===== src/rtl/batch_pixel_fifo.sv =====
`default_nettype none
// ============================================================================
//  Module      : batch_pixel_fifo
//  Description : Pixel FIFO that accepts a whole batch of BATCH pixels per
//                write and releases one pixel per read. The head pixel is
//                visible on value_out in the same cycle a batch lands.
//  Revision    : 1.0 - initial release
// ============================================================================
module batch_pixel_fifo #(
  parameter int PIXEL_WIDTH  = 12,
  parameter int BATCH        = 8,
  parameter int DEPTH        = 4,
  parameter int ALMOST_EMPTY = 8
) (
  input  logic                                 clk,
  input  logic                                 reset,
  input  logic                                 flush,
  input  logic                                 enqueue,
  input  logic [BATCH*PIXEL_WIDTH-1:0]         value_in,
  input  logic                                 dequeue,
  output logic [PIXEL_WIDTH-1:0]               value_out,
  output logic                                 empty,
  output logic                                 almost_empty,
  output logic                                 full,
  output logic [$clog2(DEPTH*BATCH+1)-1:0]     pixel_count,
  output logic                                 underflow,
  output logic                                 overflow
);

  localparam int c_word_w = BATCH * PIXEL_WIDTH;
  localparam int c_ptr_w  = $clog2(DEPTH);
  localparam int c_idx_w  = $clog2(BATCH);
  localparam int c_cnt_w  = $clog2(DEPTH*BATCH+1);
  localparam int c_slot_w = $clog2(DEPTH+1);

  localparam logic [c_cnt_w-1:0]  c_batch_cnt   = c_cnt_w'(BATCH);
  localparam logic [c_idx_w-1:0]  c_last_idx    = c_idx_w'(BATCH-1);
  localparam logic [c_slot_w-1:0] c_depth_slots = c_slot_w'(DEPTH);

  // Batch storage; contents are never cleared, only pointers are.
  logic [c_word_w-1:0] mem_q [DEPTH];

  logic [c_ptr_w-1:0]  wr_ptr_q, wr_ptr_d;
  logic [c_ptr_w-1:0]  rd_ptr_q, rd_ptr_d;
  logic [c_idx_w-1:0]  pix_idx_q, pix_idx_d;
  logic [c_cnt_w-1:0]  count_q, count_d;
  // Slots holding any unread pixel, including a partially read head batch.
  logic [c_slot_w-1:0] slots_q, slots_d;
  logic                underflow_q, underflow_d;
  logic                overflow_q, overflow_d;

  logic                enq_ok;
  logic                deq_ok;
  logic                deq_last;
  logic                mem_we;

  logic [c_word_w-1:0]    head_word;
  logic [PIXEL_WIDTH-1:0] head_pix [BATCH];

  // Status flags come straight from registered state, no same-cycle bypass.
  always_comb begin
    empty        = (count_q == '0);
    almost_empty = (int'(count_q) <= ALMOST_EMPTY);
    full         = (slots_q == c_depth_slots);
    pixel_count  = count_q;
    underflow    = underflow_q;
    overflow     = overflow_q;
  end

  // Accept decisions: requests are judged against start-of-cycle flags only.
  always_comb begin
    enq_ok   = enqueue & ~full;
    deq_ok   = dequeue & ~empty;
    deq_last = deq_ok & (pix_idx_q == c_last_idx);
    mem_we   = enq_ok & ~flush & ~reset;
  end

  // Split the head word into pixels; pixel 0 is the most significant slice.
  assign head_word = mem_q[rd_ptr_q];
  for (genvar gi = 0; gi < BATCH; gi++) begin : g_unpack
    assign head_pix[gi] = head_word[(BATCH-1-gi)*PIXEL_WIDTH +: PIXEL_WIDTH];
  end

  // Head pixel is combinational from storage so a new batch shows at once.
  always_comb begin
    value_out = empty ? '0 : head_pix[pix_idx_q];
  end

  // Next-state computation; flush overrides both request paths.
  always_comb begin
    wr_ptr_d    = wr_ptr_q;
    rd_ptr_d    = rd_ptr_q;
    pix_idx_d   = pix_idx_q;
    count_d     = count_q;
    slots_d     = slots_q;
    underflow_d = underflow_q;
    overflow_d  = overflow_q;
    if (flush) begin
      wr_ptr_d    = '0;
      rd_ptr_d    = '0;
      pix_idx_d   = '0;
      count_d     = '0;
      slots_d     = '0;
      underflow_d = 1'b0;
      overflow_d  = 1'b0;
    end else begin
      if (enq_ok) begin
        wr_ptr_d = wr_ptr_q + 1'b1;
      end
      if (deq_ok) begin
        if (deq_last) begin
          pix_idx_d = '0;
          rd_ptr_d  = rd_ptr_q + 1'b1;
        end else begin
          pix_idx_d = pix_idx_q + 1'b1;
        end
      end
      count_d     = count_q + (enq_ok ? c_batch_cnt : '0) - c_cnt_w'(deq_ok);
      slots_d     = slots_q + c_slot_w'(enq_ok) - c_slot_w'(deq_last);
      underflow_d = underflow_q | (dequeue & empty);
      overflow_d  = overflow_q | (enqueue & full);
    end
  end

  // Control state register with asynchronous clear.
  always_ff @(posedge clk or posedge reset) begin
    if (reset) begin
      wr_ptr_q    <= '0;
      rd_ptr_q    <= '0;
      pix_idx_q   <= '0;
      count_q     <= '0;
      slots_q     <= '0;
      underflow_q <= 1'b0;
      overflow_q  <= 1'b0;
    end else begin
      wr_ptr_q    <= wr_ptr_d;
      rd_ptr_q    <= rd_ptr_d;
      pix_idx_q   <= pix_idx_d;
      count_q     <= count_d;
      slots_q     <= slots_d;
      underflow_q <= underflow_d;
      overflow_q  <= overflow_d;
    end
  end

  // Batch write port; storage has no reset.
  always_ff @(posedge clk) begin
    if (mem_we) begin
      mem_q[wr_ptr_q] <= value_in;
    end
  end

endmodule
`default_nettype wire


===== config.mk =====
export PLATFORM = sky130hd
export DESIGN_NAME = batch_pixel_fifo
export DESIGN_NICKNAME = d
export VERILOG_FILES = /design/src/rtl/batch_pixel_fifo.sv
export SDC_FILE = /design/constraint.sdc
export NUM_CORES = 1
export LEC_CHECK = 0
export BUFFER_PORTS_ARGS = -buffer_cell sky130_fd_sc_hd__clkbuf_2
export CELL_PAD_IN_SITES_DETAIL_PLACEMENT = 0
export CELL_PAD_IN_SITES_GLOBAL_PLACEMENT = 1
export CORE_UTILIZATION = 51
export CTS_BUF_LIST = sky130_fd_sc_hd__clkbuf_8 sky130_fd_sc_hd__clkbuf_16
export DETAILED_ROUTE_END_ITERATION = 10
export HOLD_SLACK_MARGIN = 0.02
export PLACE_DENSITY = 0.83
export RECOVER_POWER = 50
export SLEW_MARGIN = 20
export SYNTH_ARGS = -nofsm -noshare
export SYNTH_HDL_FRONTEND = slang
export SYNTH_SLANG_ARGS = --single-unit

===== constraint.sdc =====
create_clock -name clk -period 4.5 [get_ports clk]
set_input_delay 0.675 -clock clk [delete_from_list [all_inputs] [get_ports clk]]
set_output_delay 0.675 -clock clk [all_outputs]
set_load 0.05 [all_outputs]

Word level (Yosys, flattened, before mapping) --
Memories as Yosys holds them, arrays and structs flattened. Cells that the tools add are included.
Word-level totals: RAM bits 384, memories kept 1, logic and storage cells 57, output and inout bits 23, input port bits 101, flip-flop bits (word level) 18
Memory list:
- mem_q | words 4, bits a word 96, read ports 1, clocked after Yosys merged registers in 0, wr ports 1, RTL line 41 | logic [c_word_w-1:0] mem_q [DEPTH];
Operators by class: reductions and logical operators 5, $add $sub $neg 7, $lt $le $gt $ge 2, equal/unequal tests 2, bitwise operators 14, muxes and demuxes 19
Operators with widths (number):
- $bmux W12 S3 | 1
- $mux W12 | 3
- $mux W3 | 4
- $mux W2 | 5
- $and A1 B1 Y1 | 7
- $add A6 B4 Y6 | 1
- $eq A3 B3 Y1 const B | 2
- $le A6 B4 Y1 const B | 1
- $logic_not A6 Y1 | 1
- $mux W6 | 1
- $reduce_bool A2 Y1 | 3
- $sub A6 B1 Y6 | 1
- $add A2 B1 Y2 const B | 2
- $ge A4 B4 Y1 const B | 1
- $mux W1 | 4
- $mux W4 | 1
- $not A1 Y1 | 4
- $not A3 Y4 | 1
- $add A3 B1 Y3 | 1
- $add A3 B1 Y3 const B | 1
- $sub A3 B1 Y3 | 1
- $or A1 B1 Y1 | 2
- $reduce_and A2 Y1 | 1

Depth between registers and ports, before layout --
word-level depth 7, depth in mapped cells 13, mapped depth without buffers 13

Least setup slack after synthesis --
OpenSTA, ideal clock, no wires.
path type reg2reg, start point register slots_q[2], end point memory mem_q[0][0] in the netlist's numbering, enable pin, required time 4.034 ns, stages on the path, launching flop included 5, buffers on the path 0, setup time 0.466 ns, clock period less this slack 3.959 ns, data arrival time 3.493 ns, slack 0.541 ns, cells stage by stage dfrtp_1 nor3b_1 nand2b_1 nor3_1 and2_1
Between the ends: word-level cells in the longest chain between the ends 7
Ends and longest elaborated chain:
- start: declaration | RTL line 48 | logic [c_slot_w-1:0] slots_q, slots_d;
- start signal: assignment | RTL line 140 | slots_q <= slots_d;
- $eq A3 B3 Y1 | RTL line 64 | full = (slots_q == c_depth_slots);
- named net full | RTL line 24 | output logic full,
- $not A1 Y1 | RTL line 72 | enq_ok = enqueue & ~full;
- $and A1 B1 Y1 | RTL line 72
- $and A1 B1 Y1 (2 in a row) | RTL line 75 | mem_we = enq_ok & ~flush & ~reset;
- $mux W1 | RTL line 148 | if (mem_we) begin
- $mux W1 (implied by the code) | RTL line 149 | mem_q[wr_ptr_q] <= value_in;
- end: declaration | RTL line 41
The timed path passes the listed nets, and every way through them passes these cells.

Worst setup path in the final report --
start point register rd_ptr_q[0], end point output value_out[1]
Between the ends: word-level cells in the longest chain between the ends 5
Ends and longest elaborated chain:
- start: declaration | RTL line 44 | logic [c_ptr_w-1:0] rd_ptr_q, rd_ptr_d;
- start signal: assignment | RTL line 137 | rd_ptr_q <= rd_ptr_d;
- $mem_v2 Z4 W96
- $bmux W12 S3 | RTL line 86 | value_out = empty ? '0 : head_pix[pix_idx_q];
- $mux W12 (implied by the code) (2 in a row) | RTL line 86
- $mux W12 | RTL line 86
- end: declaration | RTL line 21 | output logic [PIXEL_WIDTH-1:0] value_out,
No other way between the ends. The select of a mux whose other input is x is not followed.

==> results.txt <==
The flow ran to the end, but the final reports show violations. The final reports fail on DRC. In the routed design, unresolved DRC markers number 4. The post-layout instance count excluding filler cells came out at 1304. Setup repair after global routing left no endpoint under its margin.

The detailed-route via count is between 7000 and 8000. Routability-driven placement finished with a final weighted congestion of ~0.74. The half-perimeter wire length of the detailed placement result came out at 19530 um. The clock transition at the register clock pins on the worst setup and hold paths after CTS came out at approximately 0.06 ns. The die height came out at 179.8 um.

STA classifies the critical path startpoint as a flip-flop. The row count is 64. In the synthesized netlist, the cells that appear most often are 384 x sky130_fd_sc_hd__edfxtp_1, 56 x sky130_fd_sc_hd__mux4_1, 50 x sky130_fd_sc_hd__mux2i_1.

The number of synthesis warnings is 0. The initial DRC count is 777. The die covers roughly 32000 um2. Of all flip-flops after synthesis, the portion carrying an async set or reset was 0.04478.

The number of detailed-routing iterations run before antenna repair came out at 8. The core box area came out at 30830 um2. The critical-path maximum fanout came out at 26. Entering global routing, the biggest net connects 66 pins. Buffers added to address setup during post-CTS repair amount to 0.

The most common cell in the synthesized netlist is sky130_fd_sc_hd__edfxtp_1. The sum of routed wire length over all layers came out at 31400 um. The final global-route overflow total is 0.

The endpoint kind of the worst setup timing path is a primary output. The clock latency on the worst-skew pair came out at 0.53 ns. The die width is 179.8 um. The time the final worst path needs with I/O delays and setup came out at 3.891 ns.

The total instance count after detailed placement came out at roughly 1200. The synthesized area came out at roughly 16000 um2. The via density per instance came out at 5.885. After synthesis, the netlist uses 42 different library cells. The total of flip-flops plus latches after synthesis came out at 402. The final net count came out at 995. In this run the tightest slew margin relative to its limit is 0.2901.

The portion of synthesized cell area occupied by the leading cell type came out at 0.7149. The count of hold-fix buffers inserted at cts came out at 0. After clock tree synthesis, the repair step resized 0 gates. The number of cell instances on the worst register-to-register path came out at 13. IR analysis of the VDD net gives a maximum drop of between 300 and 400 uV. The number of buffers created by CTS is 41. Counting every sink on the clock net gives 402. The number of instances in the synthesized netlist came out at 734. The clock tree synthesis step divided the H-tree into 2 levels.

The number of enable flip-flop cells after synthesis came out at 384. The transition time at the pin with the least slew margin came out at 1.061 ns. The leakage dissipation is 6.007 nW. The tree is rooted in a sky130_fd_sc_hd__clkbuf_16.

The initial antenna violation count came to 1. The total negative slack for setup checks came out at 0 ns. The number of I/O pins is 124.

The growth of design area from synthesis to finish is 13.07%. The detail route stage leaves a number of antenna-violating nets equal to 0. The final hold violation count is 0. The critical path is of the flip-flop to primary output type. The biggest area contributor in the post-synthesis netlist is sky130_fd_sc_hd__edfxtp_1. The top achievable clock speed is 257.0 MHz. The number of global-route vias before repair is between 7000 and 8000. The setup violation total in the final timing report is 0. The final period utilization is 0.8647. The number of violations of the max-capacitance limit came out at 0. The clock tree skew after final layout came out at 0.01020 ns. The filler cells instantiated in the layout total 2210. Dividing total power by cell area gives a power density of about 500 nW/um2.

The final count of pins violating max slew came out at 0. The first global-routing pass estimated 47510 um of wire. STA puts the critical path data required time at 3.83 ns. The routed wirelength normalized by instance count came out at 24.08 um. The critical path data arrival time is 3.22 ns.

Across every metal layer, demand over resource in global routing totals 0.1972. The most used flip-flop cell after synthesis is sky130_fd_sc_hd__edfxtp_1. The share of the Yosys chip area taken by registers is 0.7428.

The number of port buffers came out at ~120. The average instance area after synthesis is 21.97 um2. TritonCTS built the clock tree. Counting every net in the synthesized netlist gives ~850.

The clock passes through at most 3 buffers. The min-delay analysis places its worst path in the category input port to asynchronous set/reset pin. The initial core utilization came out at 0.5232. Sorting the synthesized cells by area gives the leading types as sky130_fd_sc_hd__edfxtp_1 71%, sky130_fd_sc_hd__mux4_1 9.1%, sky130_fd_sc_hd__mux4_2 3.9%. The proportion of layout cells with a drive suffix above 1 came out at 0.1499.
per-stage QoR:
stage | hold slack, ns | util | area, um2 | worst slack [ns] | power [mW]
floorplan | 0.5420 | - | 16130 | 0.5410 | 5.411
global placement | 0.4759 | 0.5524 | 17030 | 1.097 | 5.818
detailed placement | 0.4866 | 0.5524 | 17030 | 1.103 | 5.838
CTS | 0.3302 | 0.5957 | 18370 | 0.5131 | 9.182
global route | 0.3910 | 0.5916 | 18240 | 0.4744 | 9.411
finish | 0.3064 | 0.5916 | 18240 | 0.6088 | 9.092
cells by family (layout without fill, tap and decap cells):
logic type / after synthesis / count (layout) / synth area share
DFF: 402 / 402 / 0.7428
muxes: 134 / 134 / 0.1614
AOI/OAI and AO/OA: 68 / 68 / 0.03157
buffers and inverters: 56 / 229 / 0.03033
and+or+nand+nor: 48 / 48 / 0.01466
adders and majority gates: 18 / 18 / 0.01489
xor gates and xnor gates: 8 / 8 / 0.004344
other: 0 / 1 / 0
sequential cells by signal, summed over array words and instances (netlist names):
register	count
mem_q	384
pixel_count	6
pix_idx_q	3
slots_q	3
rd_ptr_q	2
wr_ptr_q	2
overflow	1
underflow	1
per-layer routing:
layer / wire, um / GRT usage / vias up / share of wire
met5: 0 / 0 / - / 0
met1: 13620 / 0.2893 / 3950 / 0.43
met2: 15020 / 0.3046 / 289 / 0.48
met4: 743 / 0.06517 / 0 / 0.024
met3: 2009 / 0.03262 / 49 / 0.064
li1: - / - / 3386 / -
where the power goes:
part	leakage, nW	internal [mW]	total, mW	switching [mW]
logic	1.62	0.415	1.42	1.00
registers	3.70	4.25	4.32	0.0693
clock network	0.683	2.01	3.36	1.35
layout make-up:
class	count	area [um2]	share of cell area
Clock inverter	33	310.3	0.01701
Inverter	18	80.08	0.004391
Timing Repair Buffer	137	665.6	0.03650
Sequential cell	402	11990	0.6574
Tap cell	396	495.5	0.02717
Clock buffer	41	1026	0.05626
Antenna cell	1	2.502	0.0001372
Multi-Input combinational cell	276	3669	0.2012
worst max-delay path, stage by stage (launching register included):
cell and delay [ns]:
sky130_fd_sc_hd__dfrtp_4 0.69, sky130_fd_sc_hd__buf_4 0.51, sky130_fd_sc_hd__mux4_1 0.65, sky130_fd_sc_hd__a22oi_1 0.31
sky130_fd_sc_hd__a31oi_1 0.20, sky130_fd_sc_hd__clkbuf_2 0.31
cells in the final DEF (no fill, tap or decap), types with 2 or more instances in the layout:
master                        n
sky130_fd_sc_hd__and2_4       4
sky130_fd_sc_hd__dfrtp_1     16
sky130_fd_sc_hd__a221oi_1     8
sky130_fd_sc_hd__ha_1        16
sky130_fd_sc_hd__nor2b_1      4
sky130_fd_sc_hd__a221o_1      6
sky130_fd_sc_hd__clkbuf_2    22
sky130_fd_sc_hd__clkbuf_1   102
sky130_fd_sc_hd__a21oi_1      6
sky130_fd_sc_hd__buf_12       6
sky130_fd_sc_hd__inv_1       23
sky130_fd_sc_hd__bufinv_16    6
sky130_fd_sc_hd__o2111ai_1    5
sky130_fd_sc_hd__xor2_1       4
sky130_fd_sc_hd__or3_1        2
sky130_fd_sc_hd__mux4_2      28
sky130_fd_sc_hd__mux4_1      56
sky130_fd_sc_hd__a22oi_1     12
sky130_fd_sc_hd__mux2i_1     50
sky130_fd_sc_hd__clkbuf_16   41
sky130_fd_sc_hd__edfxtp_1   384
sky130_fd_sc_hd__inv_6        3
sky130_fd_sc_hd__o21ai_0     10
sky130_fd_sc_hd__buf_4        7
sky130_fd_sc_hd__xnor2_1      4
sky130_fd_sc_hd__dfrtp_4      2
sky130_fd_sc_hd__nand2b_1     2
sky130_fd_sc_hd__clkinv_2     7
sky130_fd_sc_hd__nor2_1      18
sky130_fd_sc_hd__fa_1         2
sky130_fd_sc_hd__nand2_1     12
sky130_fd_sc_hd__a21o_1       2
sky130_fd_sc_hd__a31oi_1     12
sky130_fd_sc_hd__clkinv_1    10
sky130_fd_sc_hd__a221o_2      6
worst paths after layout:
kind,slack [ns],startpoint,endpoint
worst max-delay path,0.61,rd_ptr_q[0],value_out[1]
worst min-delay path,0.31,reset,pix_idx_q[1]
worst max register to register,1.71,pix_idx_q[1],slots_q[2]
worst min register to register,0.49,overflow,overflow
max in group asynchronous,3.62,reset,rd_ptr_q[0]
min in group clk,0.41,value_in[18],mem_q[2][18]
Power figures use the tool's default switching activity.
